==> config.mk <==
export PLATFORM = sky130hd
export DESIGN_NAME = lbm_pingpong_ctrl
export DESIGN_NICKNAME = d
export VERILOG_FILES = /design/src/rtl/lbm_pkg.sv /design/src/rtl/lbm_skid_buf.sv /design/src/rtl/lbm_pingpong_ctrl.sv
export SDC_FILE = /design/constraint.sdc
export NUM_CORES = 1
export LEC_CHECK = 0
export BUFFER_PORTS_ARGS = -buffer_cell sky130_fd_sc_hd__buf_4
export CAP_MARGIN = 5
export CORE_UTILIZATION = 35
export CTS_CLUSTER_DIAMETER = 100
export DETAILED_ROUTE_END_ITERATION = 16
export PLACE_DENSITY = 0.63
export SETUP_SLACK_MARGIN = 0.15
export SLEW_MARGIN = 15
export SYNTH_ARGS = -nofsm -noshare
export SYNTH_HDL_FRONTEND = slang
export SYNTH_SLANG_ARGS = --single-unit
==> constraint.sdc <==
create_clock -name clk -period 4.8 [get_ports clk]
set_input_delay 0.48 -clock clk [delete_from_list [all_inputs] [get_ports clk]]
set_output_delay 0.48 -clock clk [all_outputs]
set_load 0.02 [all_outputs]
==> src/rtl/lbm_pkg.sv <==
// Shared types for the lattice-Boltzmann ping-pong bank controller.
// Holds the sample type, its default width and the skid-buffer state encoding.
package lbm_pkg;

    localparam int LBM_DATA_WIDTH = 64;

    typedef logic signed [LBM_DATA_WIDTH-1:0] dist_t;

    typedef enum logic [1:0] {
        IDLE = 2'd0,
        ONE  = 2'd1,
        FULL = 2'd2
    } buf_state_t;

endpackage

==> src/rtl/lbm_skid_buf.sv <==
// Two-entry skid buffer with a registered in_ready and 1-cycle latency.
// The head entry drives out_data directly; the skid entry absorbs one extra sample.
module lbm_skid_buf
    import lbm_pkg::*;
#(
    parameter int DATA_WIDTH = LBM_DATA_WIDTH
) (
    input  logic                         clk,
    input  logic                         reset_n,
    input  logic                         in_valid,
    output logic                         in_ready,
    input  logic signed [DATA_WIDTH-1:0] in_data,
    output logic                         out_valid,
    input  logic                         out_ready,
    output logic signed [DATA_WIDTH-1:0] out_data
);

    buf_state_t state;
    buf_state_t state_nxt;

    logic signed [DATA_WIDTH-1:0] skid;

    logic push;
    logic pop;
    logic load_head;
    logic load_skid;
    logic head_from_skid;

    assign push      = in_valid && in_ready;
    assign pop       = out_valid && out_ready;
    assign out_valid = (state != IDLE);

    // Occupancy state register
    always_ff @(posedge clk) begin
        if (!reset_n) begin
            state <= IDLE;
        end else begin
            state <= state_nxt;
        end
    end

    // Next occupancy and which register loads on this push/pop combination
    always_comb begin
        state_nxt      = state;
        load_head      = 1'b0;
        load_skid      = 1'b0;
        head_from_skid = 1'b0;
        unique case (state)
            IDLE: begin
                if (push) begin
                    load_head = 1'b1;
                    state_nxt = ONE;
                end
            end
            ONE: begin
                if (push && pop) begin
                    load_head = 1'b1;
                end else if (push) begin
                    load_skid = 1'b1;
                    state_nxt = FULL;
                end else if (pop) begin
                    state_nxt = IDLE;
                end
            end
            FULL: begin
                if (pop) begin
                    head_from_skid = 1'b1;
                    state_nxt      = ONE;
                end
            end
            default: begin
                state_nxt = IDLE;
            end
        endcase
    end

    // in_ready is registered from the next occupancy; held low in reset
    always_ff @(posedge clk) begin
        if (!reset_n) begin
            in_ready <= 1'b0;
        end else begin
            in_ready <= (state_nxt != FULL);
        end
    end

    // Head and skid data registers
    always_ff @(posedge clk) begin
        if (!reset_n) begin
            out_data <= '0;
            skid     <= '0;
        end else begin
            if (load_head) begin
                out_data <= in_data;
            end else if (head_from_skid) begin
                out_data <= skid;
            end
            if (load_skid) begin
                skid <= in_data;
            end
        end
    end

endmodule

==> src/rtl/lbm_pingpong_ctrl.sv <==
// Ping-pong bank controller: streams samples through a skid buffer and flips
// the bank select after every NUM_NODES outputs. Option: PINGPONG_STALL_CNT_EN.
module lbm_pingpong_ctrl
    import lbm_pkg::*;
#(
    parameter int DATA_WIDTH = LBM_DATA_WIDTH,
    parameter int NUM_NODES  = 16,
    parameter int STEP_WIDTH = 16
) (
    input  logic                         clk,
    input  logic                         reset_n,
    input  logic                         in_valid,
    output logic                         in_ready,
    input  logic signed [DATA_WIDTH-1:0] in_data,
    output logic                         out_valid,
    input  logic                         out_ready,
    output logic signed [DATA_WIDTH-1:0] out_data,
    output logic                         select,
    output logic [STEP_WIDTH-1:0]        step_count,
    output logic                         sweep_done
`ifdef PINGPONG_STALL_CNT_EN
    ,
    output logic [31:0]                  stall_count
`endif
);

    localparam int IDX_W = (NUM_NODES > 2) ? $clog2(NUM_NODES) : 1;

    logic [IDX_W-1:0] node_idx;
    logic             pop;
    logic             last;

    lbm_skid_buf #(
        .DATA_WIDTH (DATA_WIDTH)
    ) u_buf (
        .clk       (clk),
        .reset_n   (reset_n),
        .in_valid  (in_valid),
        .in_ready  (in_ready),
        .in_data   (in_data),
        .out_valid (out_valid),
        .out_ready (out_ready),
        .out_data  (out_data)
    );

    assign pop  = out_valid && out_ready;
    assign last = (node_idx == IDX_W'(NUM_NODES - 1));

    // Node position, bank select and sweep counter advance on output transfers
    always_ff @(posedge clk) begin
        if (!reset_n) begin
            node_idx   <= '0;
            select     <= 1'b0;
            step_count <= '0;
            sweep_done <= 1'b0;
        end else begin
            sweep_done <= pop && last;
            if (pop) begin
                if (last) begin
                    node_idx   <= '0;
                    select     <= ~select;
                    step_count <= step_count + STEP_WIDTH'(1);
                end else begin
                    node_idx <= node_idx + IDX_W'(1);
                end
            end
        end
    end

`ifdef PINGPONG_STALL_CNT_EN
    // Saturating count of cycles where downstream withholds ready
    always_ff @(posedge clk) begin
        if (!reset_n) begin
            stall_count <= '0;
        end else if (out_valid && !out_ready && (stall_count != '1)) begin
            stall_count <= stall_count + 32'd1;
        end
    end
`endif

endmodule
* Yosys cells after proc, flatten, opt, wreduce, memory -nomap -nowiden
Index checks and enable logic that the tools add are counted.
** Storage, ports and cells
- Register bits :: 153
- Input port bits :: 68
- Output and inout port bits :: 84
- Logic and storage cells :: 39
** Cells by class
- Add/sub/neg operators :: 2
- Equal/unequal tests :: 4
- Mux-type cells :: 16
- Bitwise operators :: 1
- Reduce and logical (&&, ||, !) cells :: 8
** Operator list (count)
- $mux 64 :: 2
- $add 16x1->16 const B :: 1
- $mux 2 :: 5
- $mux 1 :: 6
- $pmux 2 s3 :: 1
- $add 4x1->4 const B :: 1
- $eq 4x4->1 const B :: 1
- $logic_and 1x1->1 :: 4
- $mux 4 :: 1
- $reduce_bool 2->1 :: 2
- $eq 2x1->1 const B :: 1
- $eq 2x2->1 const B :: 1
- $logic_not 2->1 :: 1
- $ne 2x2->1 const B :: 1
- $pmux 1 s2 :: 1
- $reduce_and 2->1 :: 1
- $not 1->1 :: 1

* Depth between registers and ports, before layout
- Word-level depth :: 7
- Depth in mapped cells :: 7
- Depth with buffers taken out :: 5

* Modules after synthesis
A second synthesis with hierarchy kept.
** Unflattened totals
- Cell total of the unflattened synthesis :: 767
- Area total of the unflattened synthesis :: 6216.0 µm²
** By module, submodules not included
- lbm_skid_buf :: instances 1, cells an instance 651, area each 5227.5 µm², seq. area each 2622.5 µm²
- lbm_pingpong_ctrl :: instances 1, cells an instance 116, area each 988.4 µm², seq. area each 440.4 µm²

* Worst setup path after synthesis
OpenSTA, ideal clock, no wires.
- Path type :: in2reg
- Start point :: input out_ready
- End point :: register step_count[15]
- Library setup time :: 70 ps
- Arrival time :: 1832 ps
- Data required time :: 4730 ps
- Slack :: 2898 ps
- Cell stages on the path :: 5
- Path buffers :: 1
- Cell sequence :: buf_4 nand4_2 or4_4 or4_1 a21oi_1
** Between the ends
- Cells in the longest elaborated chain, start to end :: 2
** RTL lines
- start: declaration :: line lbm_pingpong_ctrl.sv:16 : input logic out_ready,
- $logic_and 1x1->1 :: line lbm_pingpong_ctrl.sv:46 : assign pop = out_valid && out_ready;
- $reduce_and 2->1 (no source line)
- end signal: assignment :: line lbm_pingpong_ctrl.sv:62 : step_count <= step_count + STEP_WIDTH'(1);
- end: declaration :: line lbm_pingpong_ctrl.sv:19 : output logic [STEP_WIDTH-1:0] step_count,
No other way between the ends.
A chain may end at the register's enable or synchronous reset.

* Worst setup path after layout
- Start point :: register u_buf.state[0]
- End point :: register u_buf.out_data[32]
** Between the ends
- Cells in the longest elaborated chain, start to end :: 6
- Elaborated cells on any way between the ends :: 12
- Those cells by class :: eq/ne (2); mux (5); reduce/logical (5)
** RTL lines
- start: declaration :: line lbm_skid_buf.sv:18 : buf_state_t state;
- start signal: assignment :: line lbm_skid_buf.sv:38 : state <= state_nxt;
- $reduce_bool 2->1 :: line lbm_skid_buf.sv:31 : assign out_valid = (state != IDLE);
- $logic_and 1x1->1 :: line lbm_skid_buf.sv:30 : assign pop = out_valid && out_ready;
- $logic_and 1x1->1 :: line lbm_skid_buf.sv:56 : if (push && pop) begin
- $mux 1 :: line lbm_skid_buf.sv:56
- $pmux 1 s2 :: line lbm_skid_buf.sv:48 : unique case (state)
- $mux 64 or $reduce_bool 2->1 (tied branches)
- end signal: assignment :: line lbm_skid_buf.sv:93 : out_data <= in_data;
- end signal: assignment :: line lbm_skid_buf.sv:95 : out_data <= skid;
- end: declaration :: line lbm_skid_buf.sv:15 : output logic signed [DATA_WIDTH-1:0] out_data
Several ways; a longest one is shown, not always the timed one.

==> reports/metrics.cfg <==
[finish]
n_antenna_cell=0
nNetsFinal=889
area_delta_synth_final_pct=30.7
drive_gt1_share_pct=23.8

[synth]
synth_fa_ha_area_share_pct=0.412
synthMuxAreaShare_pct=11.0
synth_area_per_cell_um2=8.78
synth-seq-cells=153
yosys.area_share.simple_pct=17.3
synth-compound-area-share_pct=15.2
postSynthCellCount=692
synth_top_family_by_area=simple AND/OR/NAND/NOR gates
syn_area_um2=6070
yosysSeqAreaShare_pct=50.4
synth_nets=762
yosysUniqueCellTypes=36
synth_warnings=0
synth-xor-area-share_pct=1.87

[drt]
drtAntennaViolNets=0
drc=0
firstDrtPassIters=4
via_per_inst=4.92
drt_iter0_drc=271
drt-total-wl_mm=14.9
vias=5177
routedWlPerCell_um=14.2

[placed_design]
numPortBuffers=151
dpl.hpwl_mm=9.56
preCtsSetupSlack_ns=2.31
place.gp.congestion=0.784

[setup_path]
path_class=register to register
r2r_setup_slack_ns=2.41
start_kind=register
critPathMaxStageDelay_ns=0.75
cp_num_cells=5
cp_slowest_cell=nand2b_4
path_cells=nor2b_1 > nand2b_4 > buf_4 > nor2_1 > a211oi_1
startpoint=u_buf.state[0]
rr_endpoint=u_buf.out_data[32]
rr_worst_depth=5
critPathCapture=u_buf.out_data[32]
crit_path_max_fanout=80
path_buf_inv=1
required_ns=5.11
end_kind=register
crit_family=simple AND/OR/NAND/NOR gates
rr_startpoint=u_buf.state[0]
cp_data_arrival_time_ns=2.70

[sta]
clock_skew_ns=0.0161
layout_setup_ws_ns=2.41
grt_setup_unrepaired=no
fmax_ghz=0.419
layout_min_cycle_time_ns=2.39
finalCritPeriodShare_pct=49.8
tns_ns=0
worst_pin_slew_ns=1.05
slew_headroom_pct=30.1
hold_viol=0
slew_violations=0
setup_viol=0

[cts]
root_buffer=clkbuf_16
cts_inserted_buffers=17
cts_setup_buffers=0
clk_pin_slew_ns=0.06
ctsResizeCount=0
clock_sinks=153
clock_latency_ns=0.42
clock_path_buffers=2
cts_hold_buf=0
cts-htree-levels=4
cts_tree=yes

[floorplan]
ios=152
start_util_pct=36.2
core_um2=16800
die_x_um=134
fp.dieArea_um2=17900
rows=47
die_y_um=134

[outcome]
run_status=completed

[hold_path]
hp-class=primary input to register

[grt]
grt_max_degree=81
grt_overflow=0
grt_usage_pct=16.7
grt_pass1_wl_mm=23.8
antenna_found_initial=0
grt_pass1_vias=4736

[power_and_ir_drop]
p_total_uw=2980
ir_worst_vdd_mv=0.244
power_density_nw_per_um2=375
leakage_uw=0.00347

[job]
maxCapViolCount=0

==> cell type report <==
cell class / instances / area [um2]
Tap cell: 220 / 275
Inverter: 5 / 21.3
Clock inverter: 11 / 121
Multi-Input combinational cell: 483 / 2790
Timing Repair Buffer: 159 / 1190
Sequential cell: 153 / 3060
Clock buffer: 21 / 470
Fill cell: 1636 / 8820
==> how the worst min path moves through the flow <==
stage | start | endpoint | cells after the start
after floorplan | u_buf.skid[0] | u_buf.skid[0] | 2
after global placement | u_buf.skid[22] | u_buf.skid[22] | 2
after detailed placement | u_buf.skid[1] | u_buf.skid[1] | 2
after CTS | out_ready | u_buf.state[1] | 2
after global routing | in_data[13] | u_buf.skid[13] | 3
final | in_data[60] | u_buf.skid[60] | 3
==> worst reg2reg max path, stage by stage, from the launching register on <==
cell and delay (ns):
dfxtp_1 0.47, nor2b_1 0.30, nand2b_4 0.75, buf_4 0.43
nor2_1 0.09, a211oi_1 0.24
==> cells in the mapped netlist <==
master    instances  share of area [%]
nand2b_1          1               0.10
nor3_1            7               0.58
mux2i_1          67                 11
inv_2             1              0.062
xnor2_1          11                1.6
nor4b_1           1               0.14
nor2_1           81                5.0
a211oi_1         64                7.9
nand2_1         137                8.5
and3b_1           1               0.14
o211ai_1          1               0.12
xor2_1            2               0.29
or4_4             1               0.19
or3_1             6               0.62
nand4_1           2               0.21
nor4_1            3               0.31
o21ai_0           6               0.49
ha_1              2               0.41
nor2b_1           1               0.10
nand3b_1          1               0.12
or4_1             1               0.12
o31ai_1           1               0.12
buf_1             5               0.31
or2_2             1               0.10
buf_2            14                1.2
dfxtp_1         153                 50
o22a_1            1               0.14
and2_1            2               0.21
nand4_2           1               0.21
clkbuf_1         31                1.9
nand3_1           6               0.49
o211ai_4          1               0.35
a21oi_1          73                6.0
buf_4             1               0.12
inv_1             4               0.25
and4_1            1               0.14
==> layout by cell type, fill, tap and decap left out, types with 6 or more instances in the layout <==
cell / instances
a211oi_1: 64
a21oi_1: 73
buf_4: 159
clkbuf_16: 17
dfxtp_1: 153
mux2i_1: 67
nand2_1: 136
nand3_1: 6
nor2_1: 81
nor3_1: 7
o21ai_0: 6
or3_1: 6
xnor2_1: 11
==> per-layer routing <==
layer / GRT usage, % / part of all wire, % / vias up
li1: - / - / 2634
met5: 0 / 0 / -
met4: 5.74 / 0.81 / 0
met2: 26.1 / 45 / 134
met3: 5.25 / 6.5 / 12
met1: 21.7 / 48 / 2397
==> state kept, by name, indices dropped and copies added, names as in the netlist <==
name	flops
node_idx	4
select	1
step_count	16
sweep_done	1
u_buf.in_ready	1
u_buf.out_data	64
u_buf.skid	64
u_buf.state	2
==> through the flow <==
| stage | cells | hold slack [ns] | area [um2] | utilization, % |
|---|---|---|---|---|
| 3_5_place_dp | 1020 | 0.446 | 7340 | 43.8 |
| 2_1_floorplan | 692 | 0.436 | 6070 | - |
| 3_3_place_gp | 1020 | 0.441 | 7340 | 43.8 |
| 6_report | 1052 | 0.308 | 7940 | 47.3 |
| 5_1_grt | 1052 | 0.307 | 7940 | 47.3 |
| 4_1_cts | 1052 | 0.297 | 7940 | 47.3 |
==> power breakdown <==
| group | switching (uW) | leakage [uW] | total (uW) | internal (uW) |
|---|---|---|---|---|
| Sequential | 28.5 | 0.00125 | 1350 | 1320 |
| Combinational | 167 | 0.00193 | 300 | 133 |
| Clock | 525 | 0.000289 | 1330 | 805 |
==> logic make-up (layout without fill, tap and decap cells) <==
group | after synthesis | after routing
xor gates and xnor gates | 13 | 13
AOI/OAI and AO/OA | 147 | 147
buffers and inverters | 56 | 196
DFF | 153 | 153
muxes | 67 | 67
adders and majority gates | 2 | 2
and+or+nand+nor | 254 | 254
Power figures use the tool's default switching activity.
